<file path="src/rtl/decode_pkg.sv">
// Shared decode definitions: opcodes, ALU codes, write-back/immediate
// selectors, FSM states and the control bundle handed to execute.
package decode_pkg;

    localparam logic [6:0] OPC_LOAD     = 7'b0000011;
    localparam logic [6:0] OPC_MISC_MEM = 7'b0001111;
    localparam logic [6:0] OPC_OP_IMM   = 7'b0010011;
    localparam logic [6:0] OPC_AUIPC    = 7'b0010111;
    localparam logic [6:0] OPC_STORE    = 7'b0100011;
    localparam logic [6:0] OPC_OP       = 7'b0110011;
    localparam logic [6:0] OPC_LUI      = 7'b0110111;
    localparam logic [6:0] OPC_BRANCH   = 7'b1100011;
    localparam logic [6:0] OPC_JALR     = 7'b1100111;
    localparam logic [6:0] OPC_JAL      = 7'b1101111;

    localparam logic [6:0] F7_BASE = 7'b0000000;
    localparam logic [6:0] F7_ALT  = 7'b0100000;

    localparam logic [3:0] ALU_ADD  = 4'd0;
    localparam logic [3:0] ALU_SUB  = 4'd1;
    localparam logic [3:0] ALU_SLL  = 4'd2;
    localparam logic [3:0] ALU_SLT  = 4'd3;
    localparam logic [3:0] ALU_SLTU = 4'd4;
    localparam logic [3:0] ALU_XOR  = 4'd5;
    localparam logic [3:0] ALU_SRL  = 4'd6;
    localparam logic [3:0] ALU_SRA  = 4'd7;
    localparam logic [3:0] ALU_OR   = 4'd8;
    localparam logic [3:0] ALU_AND  = 4'd9;

    typedef enum logic [2:0] {
        WB_ALU  = 3'd0,
        WB_MEM  = 3'd1,
        WB_PC4  = 3'd2,
        WB_IMM  = 3'd3,
        WB_NONE = 3'd4
    } wdata_sel_e;

    typedef enum logic [2:0] {
        FMT_R = 3'd0,
        FMT_I = 3'd1,
        FMT_S = 3'd2,
        FMT_B = 3'd3,
        FMT_U = 3'd4,
        FMT_J = 3'd5
    } imm_fmt_e;

    localparam logic [0:0] ST_RUN  = 1'b0;
    localparam logic [0:0] ST_HALT = 1'b1;

    typedef struct packed {
        logic [3:0] alu_func;
        wdata_sel_e wdata_sel;
        imm_fmt_e   op2_immediate;
        logic       op1_pc;
        logic       op1_zero;
        logic       load_control;
        logic       store_control;
        logic       is_branch;
        logic       is_jal;
        logic       is_jalr;
        logic [2:0] br_funct3;
    } ctrl_t;

    // alt selects SUB/SRA; callers only pass it where funct7 is meaningful
    function automatic logic [3:0] alu_from_funct3(
        input logic [2:0] f3,
        input logic       alt
    );
        logic [3:0] r;
        unique case (f3)
            3'b000:  r = alt ? ALU_SUB : ALU_ADD;
            3'b001:  r = ALU_SLL;
            3'b010:  r = ALU_SLT;
            3'b011:  r = ALU_SLTU;
            3'b100:  r = ALU_XOR;
            3'b101:  r = alt ? ALU_SRA : ALU_SRL;
            3'b110:  r = ALU_OR;
            default: r = ALU_AND;
        endcase
        return r;
    endfunction

endpackage

</file>
<file path="src/rtl/decode_ctrl.sv">
// Combinational RV32I decode: opcode/funct fields to control bundle,
// operand usage, legality flag and sign-extended immediate.
module decode_ctrl
    import decode_pkg::*;
#(
    parameter int XLEN = 32
) (
    input  logic [31:0]     instr,
    output ctrl_t           ctrl,
    output logic [XLEN-1:0] imm,
    output logic            uses_rs1,
    output logic            uses_rs2,
    output logic            illegal
);

    logic [6:0] opcode;
    logic [2:0] f3;
    logic [6:0] f7;
    logic signed [31:0] imm32;

    assign opcode = instr[6:0];
    assign f3     = instr[14:12];
    assign f7     = instr[31:25];

    always_comb begin
        ctrl           = '0;
        ctrl.wdata_sel = WB_NONE;
        uses_rs1       = 1'b0;
        uses_rs2       = 1'b0;
        illegal        = 1'b0;
        unique case (opcode)
            OPC_OP: begin
                illegal = !(f7 == F7_BASE ||
                            (f7 == F7_ALT && (f3 == 3'b000 || f3 == 3'b101)));
                ctrl.alu_func  = alu_from_funct3(f3, f7 == F7_ALT);
                ctrl.wdata_sel = WB_ALU;
                uses_rs1       = 1'b1;
                uses_rs2       = 1'b1;
            end
            OPC_OP_IMM: begin
                if (f3 == 3'b001)
                    illegal = f7 != F7_BASE;
                else if (f3 == 3'b101)
                    illegal = !(f7 == F7_BASE || f7 == F7_ALT);
                ctrl.alu_func      = alu_from_funct3(f3, f3 == 3'b101 && instr[30]);
                ctrl.wdata_sel     = WB_ALU;
                ctrl.op2_immediate = FMT_I;
                uses_rs1           = 1'b1;
            end
            OPC_LOAD: begin
                illegal = f3 == 3'b011 || f3 == 3'b110 || f3 == 3'b111;
                ctrl.wdata_sel     = WB_MEM;
                ctrl.op2_immediate = FMT_I;
                ctrl.load_control  = 1'b1;
                uses_rs1           = 1'b1;
            end
            OPC_STORE: begin
                illegal = !(f3 inside {3'b000, 3'b001, 3'b010});
                ctrl.op2_immediate = FMT_S;
                ctrl.store_control = 1'b1;
                uses_rs1           = 1'b1;
                uses_rs2           = 1'b1;
            end
            OPC_BRANCH: begin
                illegal = f3 == 3'b010 || f3 == 3'b011;
                ctrl.op2_immediate = FMT_B;
                ctrl.op1_pc        = 1'b1;
                ctrl.is_branch     = 1'b1;
                ctrl.br_funct3     = f3;
                uses_rs1           = 1'b1;
                uses_rs2           = 1'b1;
            end
            OPC_JAL: begin
                ctrl.wdata_sel     = WB_PC4;
                ctrl.op2_immediate = FMT_J;
                ctrl.op1_pc        = 1'b1;
                ctrl.is_jal        = 1'b1;
            end
            OPC_JALR: begin
                illegal = f3 != 3'b000;
                ctrl.wdata_sel     = WB_PC4;
                ctrl.op2_immediate = FMT_I;
                ctrl.is_jalr       = 1'b1;
                uses_rs1           = 1'b1;
            end
            OPC_LUI: begin
                ctrl.wdata_sel     = WB_IMM;
                ctrl.op2_immediate = FMT_U;
                ctrl.op1_zero      = 1'b1;
            end
            OPC_AUIPC: begin
                ctrl.wdata_sel     = WB_ALU;
                ctrl.op2_immediate = FMT_U;
                ctrl.op1_pc        = 1'b1;
            end
            OPC_MISC_MEM: begin
            end
            default: illegal = 1'b1;
        endcase
    end

    always_comb begin
        imm32 = '0;
        unique case (ctrl.op2_immediate)
            FMT_I: imm32 = {{20{instr[31]}}, instr[31:20]};
            FMT_S: imm32 = {{20{instr[31]}}, instr[31:25], instr[11:7]};
            FMT_B: imm32 = {{19{instr[31]}}, instr[31], instr[7],
                            instr[30:25], instr[11:8], 1'b0};
            FMT_U: imm32 = {instr[31:12], 12'b0};
            FMT_J: imm32 = {{11{instr[31]}}, instr[31], instr[19:12],
                            instr[20], instr[30:21], 1'b0};
            default: imm32 = '0;
        endcase
    end

    assign imm = XLEN'(imm32);

endmodule

</file>
<file path="src/rtl/decode_stage.sv">
// Pipelined decode stage with handshake, load-use bubble, flush and halt.
// Optional DECODE_ILLEGAL_TRAP_EN adds illegal_instr and halts on it.
module decode_stage
    import decode_pkg::*;
#(
    parameter int         XLEN        = 32,
    parameter int         RA_W        = 5,
    parameter logic [6:0] DONE_OPCODE = 7'b1110011
) (
    input  logic            clock,
    input  logic            n_reset,
    input  logic            in_valid,
    output logic            in_ready,
    input  logic [31:0]     instr,
    input  logic [XLEN-1:0] pc_in,
    input  logic            flush,
    output logic            out_valid,
    input  logic            out_ready,
    output logic [XLEN-1:0] pc_out,
    output logic [RA_W-1:0] rd,
    output logic [RA_W-1:0] rs1,
    output logic [RA_W-1:0] rs2,
    output logic [XLEN-1:0] imm,
    output logic [3:0]      alu_func,
    output logic [2:0]      wdata_sel,
    output logic [2:0]      op2_immediate,
    output logic            op1_pc,
    output logic            op1_zero,
    output logic            load_control,
    output logic            store_control,
    output logic            is_branch,
    output logic            is_jal,
    output logic            is_jalr,
    output logic [2:0]      br_funct3,
`ifdef DECODE_ILLEGAL_TRAP_EN
    output logic            illegal_instr,
`endif
    output logic            program_done
);

    ctrl_t           dec_ctrl, ctrl_new, ctrl_d, ctrl_q;
    logic [XLEN-1:0] dec_imm, imm_new, imm_d, imm_q, pc_d, pc_q;
    logic            dec_rs1, dec_rs2, dec_ill;
    logic            use_rs1, use_rs2, is_done, halt_now;
    logic [RA_W-1:0] rd_new, rs1_new, rs2_new;
    logic [RA_W-1:0] rd_d, rd_q, rs1_d, rs1_q, rs2_d, rs2_q;
    logic            valid_d, valid_q, done_d, done_q;
    logic [0:0]      state_d, state_q;
    logic            hazard, accept;
`ifdef DECODE_ILLEGAL_TRAP_EN
    logic            ill_d, ill_q;
`endif

    decode_ctrl #(.XLEN(XLEN)) u_ctrl (
        .instr    (instr),
        .ctrl     (dec_ctrl),
        .imm      (dec_imm),
        .uses_rs1 (dec_rs1),
        .uses_rs2 (dec_rs2),
        .illegal  (dec_ill)
    );

    assign is_done = instr[6:0] == DONE_OPCODE;

    // DONE carries an all-zero control word; other illegal words become NOP
    always_comb begin
        ctrl_new = dec_ctrl;
        imm_new  = dec_imm;
        use_rs1  = dec_rs1;
        use_rs2  = dec_rs2;
        if (is_done) begin
            ctrl_new = '0;
            imm_new  = '0;
            use_rs1  = 1'b0;
            use_rs2  = 1'b0;
        end else if (dec_ill) begin
            ctrl_new           = '0;
            ctrl_new.wdata_sel = WB_NONE;
            imm_new            = '0;
            use_rs1            = 1'b0;
            use_rs2            = 1'b0;
        end
    end

`ifdef DECODE_ILLEGAL_TRAP_EN
    assign halt_now = is_done || dec_ill;
`else
    assign halt_now = is_done;
`endif

    assign rs1_new = RA_W'(instr[19:15]);
    assign rs2_new = RA_W'(instr[24:20]);
    assign rd_new  = (ctrl_new.op2_immediate == FMT_S ||
                      ctrl_new.op2_immediate == FMT_B) ? '0 : RA_W'(instr[11:7]);

    assign hazard = valid_q && ctrl_q.load_control && rd_q != '0 &&
                    ((rd_q == rs1_new && use_rs1) ||
                     (rd_q == rs2_new && use_rs2));

    assign in_ready = n_reset && state_q == ST_RUN && !flush && !hazard &&
                      (!valid_q || out_ready);
    assign accept   = in_valid && in_ready;

    always_comb begin
        valid_d = valid_q;
        ctrl_d  = ctrl_q;
        imm_d   = imm_q;
        pc_d    = pc_q;
        rd_d    = rd_q;
        rs1_d   = rs1_q;
        rs2_d   = rs2_q;
        state_d = state_q;
        done_d  = done_q;
`ifdef DECODE_ILLEGAL_TRAP_EN
        ill_d   = ill_q;
`endif
        if (flush) begin
            valid_d = 1'b0;
        end else if (accept) begin
            valid_d = 1'b1;
            ctrl_d  = ctrl_new;
            imm_d   = imm_new;
            pc_d    = pc_in;
            rd_d    = rd_new;
            rs1_d   = rs1_new;
            rs2_d   = rs2_new;
`ifdef DECODE_ILLEGAL_TRAP_EN
            ill_d   = dec_ill && !is_done;
`endif
            if (halt_now) begin
                state_d = ST_HALT;
                done_d  = 1'b1;
            end
        end else if (out_ready) begin
            valid_d = 1'b0;
        end
    end

    always_ff @(posedge clock or negedge n_reset) begin
        if (!n_reset) begin
            valid_q <= 1'b0;
            ctrl_q  <= '0;
            imm_q   <= '0;
            pc_q    <= '0;
            rd_q    <= '0;
            rs1_q   <= '0;
            rs2_q   <= '0;
            state_q <= ST_RUN;
            done_q  <= 1'b0;
`ifdef DECODE_ILLEGAL_TRAP_EN
            ill_q   <= 1'b0;
`endif
        end else begin
            valid_q <= valid_d;
            ctrl_q  <= ctrl_d;
            imm_q   <= imm_d;
            pc_q    <= pc_d;
            rd_q    <= rd_d;
            rs1_q   <= rs1_d;
            rs2_q   <= rs2_d;
            state_q <= state_d;
            done_q  <= done_d;
`ifdef DECODE_ILLEGAL_TRAP_EN
            ill_q   <= ill_d;
`endif
        end
    end

    assign out_valid     = valid_q;
    assign pc_out        = pc_q;
    assign rd            = rd_q;
    assign rs1           = rs1_q;
    assign rs2           = rs2_q;
    assign imm           = imm_q;
    assign alu_func      = ctrl_q.alu_func;
    assign wdata_sel     = ctrl_q.wdata_sel;
    assign op2_immediate = ctrl_q.op2_immediate;
    assign op1_pc        = ctrl_q.op1_pc;
    assign op1_zero      = ctrl_q.op1_zero;
    assign load_control  = ctrl_q.load_control;
    assign store_control = ctrl_q.store_control;
    assign is_branch     = ctrl_q.is_branch;
    assign is_jal        = ctrl_q.is_jal;
    assign is_jalr       = ctrl_q.is_jalr;
    assign br_funct3     = ctrl_q.br_funct3;
    assign program_done  = done_q;
`ifdef DECODE_ILLEGAL_TRAP_EN
    assign illegal_instr = valid_q && ill_q;
`endif

endmodule

</file>
<file path="config.mk">
export PLATFORM = sky130hd
export DESIGN_NAME = decode_stage
export DESIGN_NICKNAME = d
export VERILOG_FILES = /design/src/rtl/decode_pkg.sv /design/src/rtl/decode_ctrl.sv /design/src/rtl/decode_stage.sv
export SDC_FILE = /design/constraint.sdc
export NUM_CORES = 1
export LEC_CHECK = 0
export CELL_PAD_IN_SITES_DETAIL_PLACEMENT = 1
export CELL_PAD_IN_SITES_GLOBAL_PLACEMENT = 1
export CORE_ASPECT_RATIO = 1.1
export CORE_UTILIZATION = 33
export CTS_CLUSTER_DIAMETER = 30
export DETAILED_ROUTE_END_ITERATION = 10
export GPL_TIMING_DRIVEN = 0
export PLACE_DENSITY = 0.75
export SLEW_MARGIN = 25
export SYNTH_ARGS = -nofsm -noshare
export SYNTH_HDL_FRONTEND = slang
export SYNTH_SLANG_ARGS = --single-unit
</file>
<file path="constraint.sdc">
create_clock -name clock -period 5.65 [get_ports clock]
set_input_delay 1.13 -clock clock [delete_from_list [all_inputs] [get_ports clock]]
set_output_delay 1.13 -clock clock [all_outputs]
set_load 0.01 [all_outputs]
</file>
[Word-level counts from Yosys, hierarchy flattened]
Index checks and enable logic that the tools add are counted.
Cells by class
  equality and inequality tests: 28
  reduce and logical (&&, ||, !) cells: 44
  muxes and demuxes: 35
  bitwise gates (word level): 2
Operators by type and width (count)
  $pmux 32 s5: 1
  $mux 32: 2
  $pmux 4 s7: 2
  $mux 20: 2
  $eq 7x6->1 const B: 4
  $eq 7x7->1 const B: 4
  $mux 1: 22
  $eq 3x2->1 const B: 6
  $eq 3x3->1 const B: 6
  $pmux 3 s5: 1
  $eq 7x5->1 const B: 2
  $logic_and 1x1->1: 12
  $pmux 3 s4: 1
  $reduce_or 3->1: 4
  $eq 5x5->1: 2
  $logic_or 1x1->1: 9
  $reduce_bool 3->1: 3
  $pmux 4 s2: 1
  $eq 7x2->1 const B: 1
  $eq 7x4->1 const B: 1
  $logic_not 7->1: 1
  $pmux 1 s7: 1
  $reduce_bool 7->1: 1
  $eq 3x1->1 const B: 2
  11 further kinds: 18
Storage, ports and cells
  register bits after elaboration: 101
  output and inout bits: 102
  input port bits: 69
  logic and storage cells: 127

[Longest topological paths before layout]
Gate-level depths: netlist of run 1.
  depth in word-level cells: 17
  mapped depth: 9
  depth with buffers taken out: 6

[Hierarchy]
Synthesis of run 1 repeated with hierarchy kept, for this count alone.
Second synthesis, totals
  cell total of the unflattened synthesis: 456
  area total of the unflattened synthesis: 5158.7 um^2
Modules (own cells, without submodules)
  decode_stage: area an instance 4232.8 um^2, cells each 320, times used 1, seq. area each 2527.4 um^2
  decode_ctrl: area an instance 925.9 um^2, cells each 136, times used 1, seq. area each 0.0 um^2

[Least setup slack after synthesis of run 1]
OpenSTA, ideal clock, no wires.
  path type: input-to-output
  start: in instr[2]
  end: out in_ready
  data required time: 4.520 ns
  path buffers: 1
  stages: 6
  data arrival time: 2.616 ns
  slack: 1.904 ns
  cells stage by stage: clkbuf_1 > nor2_1 > nand3_1 > a2111o_2 > and4_2 > a21boi_0
Between the ends
  cells in the longest elaborated chain, start to end: 11
  elaborated cells between the ends (all ways): 28
  classes of those cells: eq/ne (11); mux (7); reduce/logical (10)
Ends and longest elaborated chain
  start: declaration: RTL line decode_stage.sv:14  | input logic [31:0] instr,
  $eq 7x4->1, or another cell as far along: RTL line decode_ctrl.sv:31  | unique case (opcode)
  $reduce_or 4->1 (no source line), or another cell as far along
  $pmux 1 s7 or $mux 1 (tied branches): RTL line decode_ctrl.sv:31
  $mux 1: RTL line decode_stage.sv:76  | end else if (dec_ill) begin
  $mux 1: RTL line decode_stage.sv:71  | if (is_done) begin
  $logic_and 1x1->1 (on tied branches): RTL line decode_stage.sv:97, decode_stage.sv:98
  $logic_or 1x1->1 *: RTL line decode_stage.sv:97  | ((rd_q == rs1_new && use_rs1) ||
  $logic_and 1x1->1 *: RTL line decode_stage.sv:96  | assign hazard = valid_q && ctrl_q.load_control && rd_q != '0 &&
  $logic_not 1->1 *: RTL line decode_stage.sv:100  | assign in_ready = n_reset && state_q == ST_RUN && !flush && !hazard &&
  $logic_and 1x1->1 * (2 in a row): RTL line decode_stage.sv:100
  end: declaration: RTL line decode_stage.sv:13  | output logic in_ready,
Mark *: on every way between the ends. The rest lies on a longest branch, timed or not.

[Worst setup path after layout of run 1]
Same ends and word-level chain as after synthesis.

==> results.md, run 1 <==
- Outcome: complete, no violations
- Share of layout cells above drive strength 1: between 15 and 20%
- Pre-CTS WS: slightly below 0.7 ns
- Chip width: approximately 120 um
- Global Route Usage Sum: between 20% and 30%
- Final Skew: about 0.0086 ns
- Switching portion of total power: 27.9%
- Core Area: ~0.015 sq mm
- Crit end category: primary output
- Yosys warning count: 0
- Post-CTS Hold Buffers: 0
- WL per Instance: roughly 21 um
- 1st-pass router iterations: 4
- Tightest Pin Transition: approximately 0.84 ns
- Top-area cell type share of the netlist area: between 50% and 60%
- DRC Markers: 0
- Flop pwr share: between 40% and 50%
- Worst ir drop on vdd: 0.000134 V
- CTS tree: done
- Post-CTS setup repair buffer count: 0
- IO Count: around 170
- Fin crit share: 89.2%
- Via count: between 4,000 and 5,000
- Cells after Synth: 398
- HP Class: flip-flop to flip-flop
- Clk_lat worst skew: 0.35 ns
- Drt first-iter violations: ~230
- Max clock buf depth: 2
- Routed wire length: approximately 16,000 um
- Area growth syn-to-layout: 45.7%
- Internal Power: between 0.001 and 0.0015 W
- Final Setup Violations: 0
- Syn nets: 467
- Avg Cell Area, Syn: 12.3 sq um
- CP required: roughly 4.5 ns
- RSZ-0062 raised after global routing: no
- DR vias/cell: 5.29
- Filler cells: around 1,600
- Post-synth ARST share: 100%
- Largest net degree at the start of global routing: 72
- Critical path class: input port to primary output
- FMAX: 198 MHz
- Vias in the first global route: between 4,000 and 5,000
- NetSw: between 0.0005 and 0.0006 W
- Ys flop type: dfrtp_1
- First-pass GRT wire length: 25,200 um
- Placed instance count: 760
- CTS Buf Count: 9
- Clock tree root buffer cell: clkbuf_16
- # rows: 46
- Leak Pwr: between 3 and 4 nW
- Antenna Nets Post-Route: 0
- Sequential fraction of the synthesis area: around 51%
- Full die area: between 0.015 and 0.02 sq mm
- CTS H-tree depth: 3
- Arr. time, crit path: 3.91 ns
- Hold Fails Final Rpt: 0
- EDFF count, synth: 0
- Worst-path maximum fanout: 10
- Number of gates resized after cts: 0
- Post-Syn Area: a little under 0.005 sq mm
- Tmin final: about 5 ns
- Synth unique cells: between 50 and 60
- Seq cells post-synth: approximately 100
- Layout Cells excl Fill: 776
- Starting Density: between 30% and 40%
- GRT overflow: 0
- Hpwl dp: roughly 12,000 um
- Final Slew Violations: 0
- Power density cells: 265 mW/mm^2
- Relative slew slack: a little over two fifths
- Largest area contributor in the netlist: dfrtp_1
- Worst Setup Slack, final: about 0.61 ns
- Startpoint Class: input port
- Ant. Diodes: 0
- Initial antenna violation count: 0
- Main area contributors after synthesis: dfrtp_1 (51%), mux2_4 (8.9%), a22o_1 (6.1%)
- Clk sinks: 101
- PortBufs: 169
- CTS clock-pin slew for the worst setup and hold paths: around 0.07 ns
- Die Ht: approximately 130 um
- Clk pwr share: 32.0%
- RD Place Congestion: 0.852
- Setup TNS: 0 ns
- Final nets: 648
- Worst Hold Slack: 0.499 ns
- Max Cap Viol: 0
- Comb pwr share: a little under a quarter
through the flow:
stage               power [W]  area [sq um]  utilization [%]
floorplan             0.00104          4910                -
global placement      0.00129          6850             47.2
detailed placement    0.00131          6880             47.4
CTS                   0.00192          7160             49.4
global route          0.00197          7160             49.4
finish                0.00190          7160             49.4
power groups by stage:
stage | logic (W) | clock network (W) | registers, W
final | 0.000445 | 0.000607 | 0.000845
after global routing | 0.000474 | 0.000644 | 0.000855
after CTS | 0.000450 | 0.000621 | 0.000846
after detailed placement | 0.000447 | 0 | 0.000858
after global placement | 0.000433 | 0 | 0.000854
after floorplan | 0.000154 | 0 | 0.000883
synth_stat cells (3+ instances only):
cell / n
nor2b_1: 6
a21oi_1: 5
and2_1: 5
xnor2_1: 11
nand2_1: 36
nand4_1: 5
or2_2: 3
inv_1: 3
nor2_1: 11
nand2b_1: 3
nor3_1: 3
o22ai_1: 4
a22o_1: 34
o211ai_1: 3
mux2_2: 18
mux2_4: 29
clkbuf_1: 9
buf_12: 3
buf_4: 4
buf_2: 9
nand3_1: 6
nand3b_1: 3
a32o_1: 16
a21o_1: 13
o2bb2ai_1: 3
dfrtp_1: 101
o21ai_0: 15
worst max-delay path: stages:
cell             delay [ns]
clkdlybuf4s50_1        0.42
clkbuf_1               0.23
nor2_1                 0.36
o21ai_0                0.22
a2111o_1               0.51
and4_2                 0.27
a21boi_0               0.17
clkdlybuf4s50_1        0.61
worst paths after layout:
path,start,end,slack [ns],cells past startpoint
worst min-delay path,state_q,state_q,0.50,1
worst min register to register,state_q,state_q,0.50,1
worst max register to register,out_valid,imm[19],2.98,8
min in group asynchronous,n_reset,br_funct3[0],0.65,1
max in group asynchronous,n_reset,pc_out[19],4.32,2
worst max-delay path,instr[2],in_ready,0.61,8
final cells by class:
cell class	instances	area [sq um]	area share [%]
Timing Repair Buffer	170	1720	24.0
Clock inverter	7	58.8	0.821
Multi-Input combinational cell	267	2180	30.5
Sequential cell	101	2530	35.3
Tap cell	192	240	3.36
Inverter	3	11.3	0.157
Clock buffer	9	225	3.15
Buffer	27	191	2.67
sequential cells by signal, indices dropped and copies added, names as in the netlist, 4 cells and up:
register / count
rs2: 5
rd: 5
imm: 32
pc_out: 32
alu_func: 4
rs1: 5
metal layers:
| layer | vias to the layer above | GRT usage [%] | wire length, um | part of all wire [%] |
|---|---|---|---|---|
| li1 | 1847 | - | - | - |
| met1 | 2114 | 27.1 | 6900 | 43 |
| met2 | 118 | 36.4 | 8190 | 51 |
| met3 | 25 | 4.24 | 612 | 3.8 |
| met4 | 0 | 7.92 | 366 | 2.3 |
| met5 | - | 0 | 0 | 0 |
cells in the final DEF, fill, tap and decap left out, types with 9 or more instances in the layout:
cell,instances
buf_2,9
mux2_2,18
clkdlybuf4s50_1,168
dfrtp_1,101
clkbuf_16,9
a22o_1,34
mux2_4,29
o21ai_0,15
nor2_1,11
nand2_1,36
xnor2_1,11
a21o_1,13
a32o_1,16
clkbuf_1,9
cells by family after synthesis:
logic type      share of synthesized area (%)
mux                                      13.2
buf+inv                                  4.12
simple gates                             11.4
compound gates                           17.9
xor+xnor                                 1.96
flops                                    51.4
(Power assumes the default switching activity.)
==> run 2, diff against run 1 <==
CORE_MARGIN = 2   (was not set)
CORE_UTILIZATION = 38   (was 33)
PLACE_DENSITY = 0.85   (was 0.75)
SETUP_SLACK_MARGIN = 0.02   (was not set)
==> results.md, run 2 (synthesis gave the netlist of run 1 again) <==
- Hpwl dp: 12,100 um
- RSZ-0062 raised after global routing: no
- Clk_lat worst skew: roughly 0.34 ns
- Tmin final: between 4 and 5 ns
- Chip width: around 110 um
- Post-CTS setup repair buffer count: 0
- Critical path class: input port to primary output
- Hold Fails Final Rpt: 0
- Final Setup Violations: 0
- CP Cell Sequence: clkdlybuf4s50_1 > clkbuf_1 > o31ai_1 > a2111o_2 > and4_2 > a21boi_0 > clkdlybuf4s50_1
- Crit end category: primary output
- Vias in the first global route: between 4,000 and 5,000
- Share of layout cells above drive strength 1: about 17%
- Starting Density: 38.9%
- FMAX: 200 MHz
- Total power: around 0.0019 W
- DR vias/cell: 5.62
- CTS H-tree depth: 3
- Global Route Usage Sum: a little under a quarter
- Final nets: between 600 and 700
- PortBufs: 169
- Most frequent cells in the layout: clkdlybuf4s50_1 (168), dfrtp_1 (101), nand2_1 (36)
- WL per Instance: ~22 um
- Core Area: between 0.01 and 0.015 sq mm
- Buf+Inv Stages, Crit Path: 3
- Initial antenna violation count: 0
- Via count: 4,165
- Largest net degree at the start of global routing: about 70
- Area growth syn-to-layout: 44.7%
- Crit-path most repeated cell: clkdlybuf4s50_1
- Power density cells: 265 mW/mm^2
- Max clock buf depth: 2
- HP Class: flip-flop to flip-flop
- CP required: between 4 and 5 ns
- Clock tree root buffer cell: clkbuf_16
- Outcome: complete, no violations
- Antenna Nets Post-Route: 0
- First-pass GRT wire length: 25,000 um
- Clk sinks: approximately 100
- Relative slew slack: between 40% and 50%
- Critical-path top delay cell: clkdlybuf4s50_1
- Routed wire length: about 16,000 um
- Max incr delay on CP: slightly above 0.6 ns
- Full die area: 0.0139 sq mm
- Placed instance count: roughly 730
- Final Skew: about 0.0086 ns
- 1st-pass router iterations: 4
- GRT overflow: 0
- Leak Pwr: roughly 3.1 nW
- Number of gates resized after cts: 0
- Final Slew Violations: 0
- Drt first-iter violations: about 210
- Layout Cells excl Fill: approximately 740
- IO Count: approximately 170
- # rows: 43
- CTS tree: done
- Fin crit share: 88.3%
- DRC Markers: 0
- Tightest Pin Transition: 0.872 ns
- Post-CTS Hold Buffers: 0
- CTS clock-pin slew for the worst setup and hold paths: approximately 0.07 ns
- RD Place Congestion: ~0.9
- Startpoint Class: input port
- Worst ir drop on vdd: about 0.00012 V
- Die Ht: 123 um
- Commonest non-fill, non-tap cell in the layout: clkdlybuf4s50_1
- Ant. Diodes: 0
- Max Cap Viol: 0
- Arr. time, crit path: around 3.9 ns
- Crit-path leading delay family: buffers and inverters
- CTS Buf Count: 9
- Worst-path maximum fanout: 10
## run 2: cell count changes in the layout (fill, tap and decap cells not counted)
| cell | change |
|---|---|
| clkbuf_1 | +1 |
| clkinv_4 | -1 |
| clkinvlp_4 | +1 |
| inv_6 | -1 |
## run 2: cell type report
class / count / area (sq um)
Clock inverter: 6 / 48.8
Buffer: 27 / 191
Clock buffer: 10 / 229
Sequential cell: 101 / 2530
Timing Repair Buffer: 170 / 1720
Multi-Input combinational cell: 267 / 2180
Inverter: 3 / 11.3
Tap cell: 157 / 196
Fill cell: 1314 / 5530
## run 2: stage by stage
step                setup TNS (ns)  cell area (sq um)  setup slack, ns  hold slack, ns  utilization, %
floorplan                        0               4910             1.90           0.511               -
global placement           -136.08               6800            -1.76           0.480            53.8
detailed placement               0               6830            0.700           0.484            54.0
CTS                              0               7110            0.705           0.500            56.2
global route                     0               7110            0.564           0.517            56.2
finish                           0               7110            0.661           0.501            56.2
## run 2: routing by layer
| metal | up-vias | track usage, % | wire [um] |
|---|---|---|---|
| li1 | 1847 | - | - |
| met1 | 2137 | 30.4 | 6720 |
| met2 | 150 | 39.8 | 8390 |
| met3 | 31 | 3.82 | 642 |
| met4 | 0 | 7.93 | 456 |
| met5 | - | 0 | 0 |
## run 2: power by group
part / internal, W / total [W] / switching [W]
clock: 0.000303 / 0.000591 / 0.000288
sequential: 0.000794 / 0.000846 / 0.0000525
combinational: 0.000270 / 0.000450 / 0.000180
## run 2: final timing paths
| kind | depth (start not counted) | to | startpoint | slack, ns |
|---|---|---|---|---|
| setup / recovery | 7 | in_ready | instr[13] | 0.66 |
| hold / removal | 1 | br_funct3[2] | br_funct3[2] | 0.50 |
| setup reg to reg | 8 | imm[4] | out_valid | 2.80 |
| hold reg to reg | 1 | br_funct3[2] | br_funct3[2] | 0.50 |
| max in group asynchronous | 2 | load_control | n_reset | 4.34 |
| min in group asynchronous | 1 | is_branch | n_reset | 0.66 |
## run 2: worst register-to-register path, cell delays in order (launching register included)
cell and delay (ns):
dfrtp_1 0.40, nand2b_1 0.09, nor4bb_1 0.50, and2_1 0.25
clkbuf_1 0.45, o21ai_0 0.28, nor3_4 0.39, buf_4 0.26
a22o_1 0.16
